**src/rtl/dragonfang_pkg.sv**
```systemverilog
`default_nettype none
// ============================================================================
// Module   : dragonfang_pkg
// Brief    : Shared vector types, vlmul encodings, merge sequencer state
//            enum and the vlmul to register-group-size helper.
// Revision : 1.0 - initial release
// ============================================================================
package dragonfang_pkg;

    // vlmul encodings
    localparam logic [2:0] c_vlmul_m1       = 3'b000;
    localparam logic [2:0] c_vlmul_m2       = 3'b001;
    localparam logic [2:0] c_vlmul_m4       = 3'b010;
    localparam logic [2:0] c_vlmul_m8       = 3'b011;
    localparam logic [2:0] c_vlmul_reserved = 3'b100;
    localparam logic [2:0] c_vlmul_mf8      = 3'b101;
    localparam logic [2:0] c_vlmul_mf4      = 3'b110;
    localparam logic [2:0] c_vlmul_mf2      = 3'b111;

    // Decoded control forwarded untouched to the merge unit
    typedef struct packed {
        logic [5:0] funct6;
        logic       vm;
        logic [2:0] vsew;
        logic [2:0] frm;
    } execution_vector_t;

    typedef enum logic [1:0] {
        IDLE  = 2'd0,
        RUN   = 2'd1,
        DRAIN = 2'd2
    } merge_seq_state_t;

    // Fractional and reserved encodings occupy a single register; the
    // reserved case is rejected separately by the issue check.
    function automatic logic [3:0] lmul_to_group_size(input logic [2:0] vlmul);
        logic [3:0] size;
        case (vlmul)
            c_vlmul_m2: size = 4'd2;
            c_vlmul_m4: size = 4'd4;
            c_vlmul_m8: size = 4'd8;
            default:    size = 4'd1;
        endcase
        return size;
    endfunction

endpackage
`default_nettype wire

```
**src/rtl/sync_fifo.sv**
```systemverilog
`default_nettype none
// ============================================================================
// Module   : sync_fifo
// Brief    : Single-clock FIFO with arbitrary depth; pointers wrap modulo
//            DEPTH. Pushes into a full FIFO are dropped unless a pop frees
//            a slot in the same cycle.
// Revision : 1.0 - initial release
// ============================================================================
module sync_fifo #(
    parameter int WIDTH = 8,
    parameter int DEPTH = 4
) (
    input  logic             clk,
    input  logic             rst,
    input  logic             i_push,
    input  logic [WIDTH-1:0] i_data,
    input  logic             i_pop,
    output logic [WIDTH-1:0] o_data,
    output logic             o_empty
);

    localparam int c_ptr_w = (DEPTH > 1) ? $clog2(DEPTH) : 1;
    localparam int c_cnt_w = $clog2(DEPTH + 1);

    logic [WIDTH-1:0]   r_mem [DEPTH];
    logic [c_ptr_w-1:0] r_wr_ptr;
    logic [c_ptr_w-1:0] r_rd_ptr;
    logic [c_cnt_w-1:0] r_count;
    logic               w_full;
    logic               w_push;
    logic               w_pop;

    function automatic logic [c_ptr_w-1:0] next_ptr(input logic [c_ptr_w-1:0] ptr);
        return (ptr == c_ptr_w'(DEPTH - 1)) ? '0 : ptr + c_ptr_w'(1);
    endfunction

    assign o_empty = (r_count == '0);
    assign w_full  = (r_count == c_cnt_w'(DEPTH));
    assign w_pop   = i_pop & ~o_empty;
    assign w_push  = i_push & (~w_full | w_pop);
    assign o_data  = r_mem[r_rd_ptr];

    // Storage array: written on accepted push, no reset needed
    always_ff @(posedge clk) begin
        if (w_push) begin
            r_mem[r_wr_ptr] <= i_data;
        end
    end

    // Pointer and occupancy bookkeeping
    always_ff @(posedge clk) begin
        if (rst) begin
            r_wr_ptr <= '0;
            r_rd_ptr <= '0;
            r_count  <= '0;
        end else begin
            if (w_push) begin
                r_wr_ptr <= next_ptr(r_wr_ptr);
            end
            if (w_pop) begin
                r_rd_ptr <= next_ptr(r_rd_ptr);
            end
            case ({w_push, w_pop})
                2'b10:   r_count <= r_count + c_cnt_w'(1);
                2'b01:   r_count <= r_count - c_cnt_w'(1);
                default: r_count <= r_count;
            endcase
        end
    end

endmodule
`default_nettype wire

```
**src/rtl/vector_floating_point_merge_sequencer.sv**
```systemverilog
`default_nettype none
// ============================================================================
// Module   : vector_floating_point_merge_sequencer
// Brief    : Steps one vfmerge across its LMUL register group through a
//            fixed-latency merge unit, tracks in-flight results with a tag
//            pipeline and buffers them for a backpressured writeback port.
//            Credits bound in-flight plus buffered results to the FIFO depth.
// Revision : 1.0 - initial release
// ============================================================================
module vector_floating_point_merge_sequencer
    import dragonfang_pkg::*;
#(
    parameter int VLEN              = 128,
    parameter int UNIT_LATENCY      = 2,
    parameter int RESULT_FIFO_DEPTH = 4,
    parameter int REG_ADDR_WIDTH    = 5
) (
    input  logic                      clock,
    input  logic                      reset,
    input  logic                      issue_valid,
    output logic                      issue_ready,
    input  execution_vector_t         issue_execution_vector,
    input  logic [2:0]                issue_lmul,
    input  logic [REG_ADDR_WIDTH-1:0] issue_vd_addr,
    input  logic [REG_ADDR_WIDTH-1:0] issue_vs2_addr,
    input  logic [REG_ADDR_WIDTH-1:0] issue_vs1_addr,
    output logic [REG_ADDR_WIDTH-1:0] rf_vs2_addr,
    output logic [REG_ADDR_WIDTH-1:0] rf_vs1_addr,
    input  logic [VLEN-1:0]           rf_vs2_data,
    input  logic [VLEN-1:0]           rf_vs1_data,
    output execution_vector_t         unit_execution_vector,
    output logic [VLEN-1:0]           unit_vs2,
    output logic [VLEN-1:0]           unit_vs1,
    input  logic [VLEN-1:0]           unit_vd,
    output logic                      wb_valid,
    input  logic                      wb_ready,
    output logic [REG_ADDR_WIDTH-1:0] wb_addr,
    output logic [VLEN-1:0]           wb_data,
    output logic                      busy,
    output logic                      done,
    output logic                      illegal
);

    localparam int                c_credit_w     = $clog2(RESULT_FIFO_DEPTH + 1);
    localparam logic [c_credit_w-1:0] c_full_credits = c_credit_w'(RESULT_FIFO_DEPTH);
    localparam int                c_entry_w      = REG_ADDR_WIDTH + VLEN;

    merge_seq_state_t              r_state;
    merge_seq_state_t              w_state_next;
    execution_vector_t             r_exec_vec;
    logic [REG_ADDR_WIDTH-1:0]     r_vd_base;
    logic [REG_ADDR_WIDTH-1:0]     r_vs2_base;
    logic [REG_ADDR_WIDTH-1:0]     r_vs1_base;
    logic [3:0]                    r_group_size;
    logic [3:0]                    r_counter;
    logic [c_credit_w-1:0]         r_credits;
    logic                          r_illegal;
    logic [UNIT_LATENCY-1:0]       r_tag_valid;
    logic [UNIT_LATENCY-1:0][REG_ADDR_WIDTH-1:0] r_tag_addr;

    logic [3:0]                    w_issue_group_size;
    logic [REG_ADDR_WIDTH-1:0]     w_align_mask;
    logic                          w_issue_illegal;
    logic                          w_issue_accept;
    logic                          w_elem_issue;
    logic                          w_last_elem;
    logic                          w_wb_fire;
    logic                          w_fifo_empty;
    logic [c_entry_w-1:0]          w_fifo_head;

    // Issue legality: reserved vlmul or any base not aligned to the group
    assign w_issue_group_size = lmul_to_group_size(issue_lmul);
    assign w_align_mask       = REG_ADDR_WIDTH'(w_issue_group_size - 4'd1);
    assign w_issue_illegal    = (issue_lmul == c_vlmul_reserved)
                              | (|(issue_vd_addr  & w_align_mask))
                              | (|(issue_vs2_addr & w_align_mask))
                              | (|(issue_vs1_addr & w_align_mask));
    assign w_issue_accept     = (r_state == IDLE) & issue_valid;

    // An element goes out only while a result slot is reserved for it
    assign w_elem_issue = (r_state == RUN) & (r_credits != '0);
    assign w_last_elem  = (r_counter == (r_group_size - 4'd1));
    assign w_wb_fire    = wb_valid & wb_ready;

    assign busy    = (r_state != IDLE);
    assign illegal = r_illegal;

    // RF reads and unit drive: data passes straight through to the unit
    assign rf_vs2_addr           = (r_state == RUN) ? r_vs2_base + REG_ADDR_WIDTH'(r_counter) : '0;
    assign rf_vs1_addr           = (r_state == RUN) ? r_vs1_base + REG_ADDR_WIDTH'(r_counter) : '0;
    assign unit_vs2              = rf_vs2_data;
    assign unit_vs1              = rf_vs1_data;
    assign unit_execution_vector = busy ? r_exec_vec : '0;

    // State register
    always_ff @(posedge clock) begin
        if (reset) begin
            r_state <= IDLE;
        end else begin
            r_state <= w_state_next;
        end
    end

    // Next-state logic and handshake outputs
    always_comb begin
        w_state_next = r_state;
        issue_ready  = 1'b0;
        done         = 1'b0;
        case (r_state)
            IDLE: begin
                issue_ready = 1'b1;
                if (issue_valid && !w_issue_illegal) begin
                    w_state_next = RUN;
                end
            end
            RUN: begin
                if (w_elem_issue && w_last_elem) begin
                    w_state_next = DRAIN;
                end
            end
            DRAIN: begin
                // Every credit back means every result has been written back
                if (r_credits == c_full_credits) begin
                    done         = 1'b1;
                    w_state_next = IDLE;
                end
            end
            default: w_state_next = IDLE;
        endcase
    end

    // Instruction context latch and element counter
    always_ff @(posedge clock) begin
        if (reset) begin
            r_exec_vec   <= '0;
            r_vd_base    <= '0;
            r_vs2_base   <= '0;
            r_vs1_base   <= '0;
            r_group_size <= 4'd1;
            r_counter    <= '0;
        end else if (w_issue_accept && !w_issue_illegal) begin
            r_exec_vec   <= issue_execution_vector;
            r_vd_base    <= issue_vd_addr;
            r_vs2_base   <= issue_vs2_addr;
            r_vs1_base   <= issue_vs1_addr;
            r_group_size <= w_issue_group_size;
            r_counter    <= '0;
        end else if (w_elem_issue) begin
            r_counter    <= r_counter + 4'd1;
        end
    end

    // Illegal issue pulse, one cycle after the rejected offer
    always_ff @(posedge clock) begin
        if (reset) begin
            r_illegal <= 1'b0;
        end else begin
            r_illegal <= w_issue_accept & w_issue_illegal;
        end
    end

    // Credits: taken on element issue, returned on writeback handshake
    always_ff @(posedge clock) begin
        if (reset) begin
            r_credits <= c_full_credits;
        end else begin
            case ({w_elem_issue, w_wb_fire})
                2'b10:   r_credits <= r_credits - c_credit_w'(1);
                2'b01:   r_credits <= r_credits + c_credit_w'(1);
                default: r_credits <= r_credits;
            endcase
        end
    end

    // Tag pipeline aligned with the unit latency; bubbles carry valid=0
    always_ff @(posedge clock) begin
        if (reset) begin
            r_tag_valid <= '0;
            r_tag_addr  <= '0;
        end else begin
            r_tag_valid[0] <= w_elem_issue;
            r_tag_addr[0]  <= r_vd_base + REG_ADDR_WIDTH'(r_counter);
            for (int i = 1; i < UNIT_LATENCY; i++) begin
                r_tag_valid[i] <= r_tag_valid[i-1];
                r_tag_addr[i]  <= r_tag_addr[i-1];
            end
        end
    end

    sync_fifo #(
        .WIDTH (c_entry_w),
        .DEPTH (RESULT_FIFO_DEPTH)
    ) u_result_fifo (
        .clk     (clock),
        .rst     (reset),
        .i_push  (r_tag_valid[UNIT_LATENCY-1]),
        .i_data  ({r_tag_addr[UNIT_LATENCY-1], unit_vd}),
        .i_pop   (w_wb_fire),
        .o_data  (w_fifo_head),
        .o_empty (w_fifo_empty)
    );

    // Writeback port presents the FIFO head; zero when nothing is buffered
    assign wb_valid = ~w_fifo_empty;
    assign wb_addr  = wb_valid ? w_fifo_head[c_entry_w-1:VLEN] : '0;
    assign wb_data  = wb_valid ? w_fifo_head[VLEN-1:0] : '0;

endmodule
`default_nettype wire

```
**config.mk**
```make
export PLATFORM = sky130hd
export DESIGN_NAME = vector_floating_point_merge_sequencer
export DESIGN_NICKNAME = d
export VERILOG_FILES = /design/src/rtl/dragonfang_pkg.sv /design/src/rtl/sync_fifo.sv /design/src/rtl/vector_floating_point_merge_sequencer.sv
export SDC_FILE = /design/constraint.sdc
export NUM_CORES = 1
export LEC_CHECK = 0
export CAP_MARGIN = 0
export CELL_PAD_IN_SITES_DETAIL_PLACEMENT = 0
export CELL_PAD_IN_SITES_GLOBAL_PLACEMENT = 1
export CORE_AREA = 4 4 327 329
export CTS_BUF_LIST = sky130_fd_sc_hd__clkbuf_8
export CTS_CLUSTER_SIZE = 8
export DETAILED_ROUTE_END_ITERATION = 8
export DIE_AREA = 0 0 331 333
export GPL_TIMING_DRIVEN = 0
export PLACE_DENSITY = 0.67
export SLEW_MARGIN = 20
export SYNTH_ARGS = -nofsm -noshare
export SYNTH_HDL_FRONTEND = slang
export SYNTH_SLANG_ARGS = --single-unit
```
**constraint.sdc**
```tcl
create_clock -name clock -period 6.7 [get_ports clock]
set_clock_uncertainty 0.15 [all_clocks]
set_input_delay 1.34 -clock clock [delete_from_list [all_inputs] [get_ports clock]]
set_output_delay 1.34 -clock clock [all_outputs]
set_load 0.02 [all_outputs]
```
==> results.toml <==
[timing]
rsz0062_at_grt = "false"
fin_crit_sh = 0.771
hold_viol_final = 0
relSlewSlack = 0.427
fmax_ghz = 0.194
finalSetupTns_ns = 0
tightestPinTransition_ns = 0.859
setup_viol = 0
fin_ws_ns = 1.53
finalCriticalPeriod_ns = 5.17
slew_viol_final = 0

[outcome]
status = "complete, no violations"

[die]
die_h_um = 333
num_rows = 118
die_w_um = 331
io_pins = 836
die_area_mm2 = 0.110
coreArea_mm2 = 0.103
initial_utilization = 0.243

[flow_run]
cap_violations = 0

[worst_setup_path]
end_kind = "primary output"
arrival_ns = 3.68
critPathLaunchType = "flop"
crit_buf_inv = 4
path_cells = "buf_2, buf_2, buf_1, mux4_2, and2_1, clkdlybuf4s50_1"
crit_type = "reg -> out"
crit_top_cell = "buf_2"
critPathMaxStageDelay_ns = 0.70
crit_path_max_fanout = 10
cp.required_ns = 5.21
crit_slowest_cell = "buf_1"
crit_family = "buffers and inverters"

[clock_network]
clockBufferDepth = 3
clk_pin_slew_ns = 0.06
cts_sinks = 595
htreeDepth = 3
root_buffer = "clkbuf_8"
cts_made_buffers = 98
worst_skew_pair.late_latency_ns = 0.71
cts_setup_buffers = 0
cts_hold_buf = 0
cts_resized = 0
cts_tree = "built"

[drt]
drt.antenna.violating_nets = 0
vias = 14893
wire_per_inst_um = 22.7
drc = 0
wl_um = 81900
drtIter0Drc = 780
routed_via_density = 4.12
drtPass1Iterations = 6

[power_and_ir_drop]
finalPower_mw = 8.65
max-vdd-ir-drop_v = 0.000129
p_per_area_mw_per_mm2 = 249
leakagePower_nw = 11.9

[synth]
synthCells = 1456
syn_area_per_cell_um2 = 17.3
yosysWarnings = 0
synthDistinctLibCells = 42
synth-seq-cells = 595
synth_fp_nets = 1901
async_flop_share = 0
yosysSeqAreaShare = 0.685
netlist_area_mm2 = 0.0252
synth_edf_count = 532
ys.flop_type = "edfxtp_1"

[final_layout]
multi_input_area_mm2 = 0.00565
fillers = 9985
final_cell_mix = "578 x clkdlybuf4s50_1, 532 x edfxtp_1, 257 x buf_4"
area_growth_pct = 38.3
fin_area_mm2 = 0.0348
final_util = 0.336
regArea_mm2 = 0.0172
final_common_cell = "clkdlybuf4s50_1"
num-nets-final = 2591
layout-drive-gt1-share = 0.248

[global_routing]
grt_overflow = 0
grt_pass1_vias = 16230
grt_pass1_wl_um = 115000
antenna_found_initial = 31
grt_max_degree = 42
grt_usage = 0.143

[placed_design]
hpwl_um = 62600
pre_cts_ws_ns = 2.10
gp_congestion = 1.02
postPlaceCellArea_mm2 = 0.0330
portBuffers = 578

[hold_path]
hold_class = "reg -> reg"
## state kept, by name, indices dropped and copies added (netlist names), 3 cells and up, named ones only
name	count
u_result_fifo.r_mem	532
r_exec_vec	13
r_tag_addr	10
r_vd_base	5
r_vs1_base	5
r_vs2_base	5
r_counter	4
r_group_size	4
r_credits	3
u_result_fifo.r_count	3
## final timing paths
| path | slack (ns) | depth (start not counted) | start | end |
|---|---|---|---|---|
| max reg2reg | 3.98 | 10 | u_result_fifo.r_count[1]$_SDFFE_PP0P_ | u_result_fifo.r_count[2]$_SDFFE_PP0P_ |
| min | 0.28 | 1 | r_tag_valid[0]$_SDFF_PP0_ | r_tag_valid[1]$_SDFF_PP0_ |
| max | 1.53 | 6 | flop | wb_data[126] |
| min reg2reg | 0.28 | 1 | r_tag_valid[0]$_SDFF_PP0_ | r_tag_valid[1]$_SDFF_PP0_ |
## kinds of logic after synthesis
| group | after synthesis | share of synthesized area |
|---|---|---|
| XOR/XNOR | 20 | 0.00696 |
| AND/OR/NAND/NOR | 284 | 0.0626 |
| buffers and inverters | 335 | 0.0913 |
| flip-flops | 595 | 0.685 |
| AO/OA/AOI/OAI | 29 | 0.00755 |
| multiplexers | 167 | 0.132 |
| adder cells (fa/ha/maj) | 26 | 0.0144 |
## metal layers
metal | up-vias | global-route usage | wire, um | share of wire
met4 | 28 | 0.0351 | 1430 | 0.017
met5 | - | 0 | 182 | 0.0022
li1 | 6603 | - | - | -
met2 | 602 | 0.224 | 37600 | 0.46
met1 | 7549 | 0.186 | 35000 | 0.43
met3 | 111 | 0.0581 | 7710 | 0.094
## through the flow
step / instances / hold WS, ns
3_3_place_gp: 3414 / 0.279
6_report: 3611 / 0.284
4_1_cts: 3602 / 0.288
5_1_grt: 3603 / 0.306
3_5_place_dp: 3426 / 0.274
2_1_floorplan: 1456 / 0.264
## cell type report
cell class                      instances  area share
Multi-Input combinational cell        526       0.162
Sequential cell                       595       0.495
Buffer                                317      0.0642
Clock buffer                           99      0.0391
Antenna cell                            9    0.000647
Timing Repair Buffer                  590       0.175
Tap cell                             1380      0.0496
Clock inverter                         77      0.0121
Inverter                               18     0.00194
## Yosys cell counts, drive strengths merged, types with 3 or more instances
library cell	instances	area [um^2]
nor3	12	71.3
xor2	11	96.3
o21ai	3	15.0
a21o	5	37.5
nor3b	3	22.5
edfxtp	532	16000
ha	21	263
mux2i	34	340
fa	5	100
inv	18	67.6
nor2	21	78.8
mux4	133	3000
o31a	3	27.5
and2	141	882
nand2	67	251
xnor2	9	78.8
nand3	3	15.0
clkbuf	32	120
a21oi	14	73.8
nor2b	23	144
dfxtp	63	1260
or3	7	53.8
buf	285	2110
## report_power, final
| group | leakage, nW | switching [mW] | internal (mW) |
|---|---|---|---|
| Clock | 1.04 | 1.44 | 1.49 |
| Sequential | 5.31 | 0.0343 | 4.11 |
| Combinational | 5.60 | 0.803 | 0.773 |
| Total | 11.9 | 2.28 | 6.37 |
(Power assumes the default switching activity.)
==> patch, RTL diff (same flow settings) <==
Make the reset (`reset` and `rst`) asynchronous in 6 clocked blocks.
--- a/src/rtl/sync_fifo.sv
+++ b/src/rtl/sync_fifo.sv
@@ -49,5 +49,5 @@
 
     // Pointer and occupancy bookkeeping
-    always_ff @(posedge clk) begin
+    always_ff @(posedge clk or posedge rst) begin
         if (rst) begin
             r_wr_ptr <= '0;
--- a/src/rtl/vector_floating_point_merge_sequencer.sv
+++ b/src/rtl/vector_floating_point_merge_sequencer.sv
@@ -94,5 +94,5 @@
 
     // State register
-    always_ff @(posedge clock) begin
+    always_ff @(posedge clock or posedge reset) begin
         if (reset) begin
             r_state <= IDLE;
@@ -131,5 +131,5 @@
 
     // Instruction context latch and element counter
-    always_ff @(posedge clock) begin
+    always_ff @(posedge clock or posedge reset) begin
         if (reset) begin
             r_exec_vec   <= '0;
@@ -152,5 +152,5 @@
 
     // Illegal issue pulse, one cycle after the rejected offer
-    always_ff @(posedge clock) begin
+    always_ff @(posedge clock or posedge reset) begin
         if (reset) begin
             r_illegal <= 1'b0;
@@ -161,5 +161,5 @@
 
     // Credits: taken on element issue, returned on writeback handshake
-    always_ff @(posedge clock) begin
+    always_ff @(posedge clock or posedge reset) begin
         if (reset) begin
             r_credits <= c_full_credits;
@@ -174,5 +174,5 @@
 
     // Tag pipeline aligned with the unit latency; bubbles carry valid=0
-    always_ff @(posedge clock) begin
+    always_ff @(posedge clock or posedge reset) begin
         if (reset) begin
             r_tag_valid <= '0;
Formal check against the unedited RTL: differs if reset is asserted again (counterexample within 4 cycles, from zero or initial values and one cycle with reset high); with reset held inactive, the same outputs for 4 cycles.
==> patch against the unedited design <==
Wire length rose by 15%. Area after synthesis fell by 0.19%. Core utilization rose by 0.15 points. Worst hold slack lost 0.087 ns. Design area rose by 0.43%. Setup slack got worse by 0.21 ns. Sequential cell count shrank 2. Largest cell class unchanged. Highest routed layer unchanged.
Power is not compared: it rests on default switching activity, and its combinational part moved more than twofold at a synthesized area within 25%.
==> patch: results (changes against the unedited design) <==
Run status
  • Outcome: complete, no violations (unchanged)

Synth
  • Net Count, Synth: 1802 (was 1901)
  • Fraction of registers with async set/reset: 10.3% (was 0%)
  • Sequential fraction of the synthesis area: 69.7% (was 68.5%)
  • Synth top area cells: edfxtp_1 64%, mux4_2 12%, buf_4 7.6%, dfrtp_1 5.9%, and2_1 3.6% (was edfxtp_1 63%, mux4_2 12%, buf_4 7.7%, dfxtp_1 5.0%, and2_1 3.5%)
  • Top cells by count, synth: 532 x edfxtp_1, 256 x buf_4, 143 x and2_1 (was 532 x edfxtp_1, 257 x buf_4, 141 x and2_1)
  • Unique masters post-synth: 41 (was 42)
  • XOR/XNOR Fraction of Synth Area: 0.836% (was 0.696%)
  • Post-Synth Adder-Cell Area: 1.44% (about the same)
  • Syn Inst Count: 1357 (was 1456)

Setup path
  • CP Capture Point: wb_data[79] (was wb_data[126])
  • CP peak stage delay: 0.77 ns (was 0.70 ns)
  • Most common cell on crit path: clkbuf_1 (was buf_2)
  • CP max-delay cell: clkbuf_1 (was buf_1)
  • Worst flop-to-flop path endpoint: r_credits[2] (was u_result_fifo.r_count[2])

Min path
  • Hold endpoint: r_tag_addr[5] (was r_tag_valid[1])
  • Min-Delay Path Depth: 0 (was 1)

Finish
  • Final std cells w/o fill: 3512 (was 3611)
  • Fraction of layout cells with a size suffix above 1: 27.6% (was 24.8%)
  • Final net count: 2498 (was 2591)

Detailed routing
  • WL met1: 38900 um (was 35000 um)
  • Drt total wl: 94000 um (was 81900 um)
  • Routed length on met3: 7870 um (was 7710 um)
  • DR WL met2: 45500 um (was 37600 um)

Place
  • Number of port buffers: 579 (was 578)
  • Post-placement cell area: 33000 um2 (about the same)
  • DP Wirelength: 75300 um (was 62600 um)
  • Placer Congestion: 0.982 (was 1.02)

Global routing
  • Antenna violations before repair: 39 (was 31)
  • Largest net degree at the start of global routing: 48 (was 42)
  • First-pass GRT wire length: 127000 um (was 115000 um)
  • GRT Util Overall: 16.6% (was 14.3%)

STA
  • Worst slew margin: 37.5% (was 42.7%)
[patch: layer usage]
| layer | up-vias | track usage [%] |
|---|---|---|
| li1 | 6296 | - |
| met1 | 7463 | 20.8 |
| met2 | 581 | 27.4 |
| met3 | 112 | 6.29 |
| met4 | 32 | 3.87 |
| met5 | - | 0 |
[patch: kinds of logic after synthesis]
group,after synthesis
DFF,593
buffers and inverters,329
and+or+nand+nor,190
muxes,164
AOI/OAI and AO/OA,31
adders and majority gates,26
xor gates and xnor gates,24
[patch: final cells by class]
type | instances | area (um2)
Inverter | 22 | 85.1
Timing Repair Buffer | 592 | 6140
Clock inverter | 71 | 500
Tap cell | 1380 | 1730
Antenna cell | 8 | 20.0
Clock buffer | 104 | 1430
Multi-Input combinational cell | 435 | 5370
Sequential cell | 593 | 17500
Buffer | 307 | 2180
Fill cell | 9928 | 68500
[patch: per-stage QoR]
step	total power [W]	setup TNS, ns	setup slack (ns)	hold WS [ns]
finish	0.0154	0	1.33	0.197
detailed placement	0.0125	0	1.84	0.186
floorplan	0.00925	0	1.40	0.181
global placement	0.0125	-1072.90	-2.04	0.190
global route	0.0162	0	0.961	0.211
CTS	0.0158	0	0.989	0.199
[patch: power breakdown]
part | switching (W) | internal (W) | leakage, nW
clock | 0.00145 | 0.00171 | 1.07
sequential | 0.000287 | 0.00501 | 5.59
combinational | 0.00365 | 0.00329 | 5.77
total | 0.00539 | 0.0100 | 12.4
[patch: worst max-delay path: cells and delay by family, from the launching register on]
family	cells	cell delay, ns
flops	1	0.41
buf+inv	4	2.42
simple gates	2	0.34
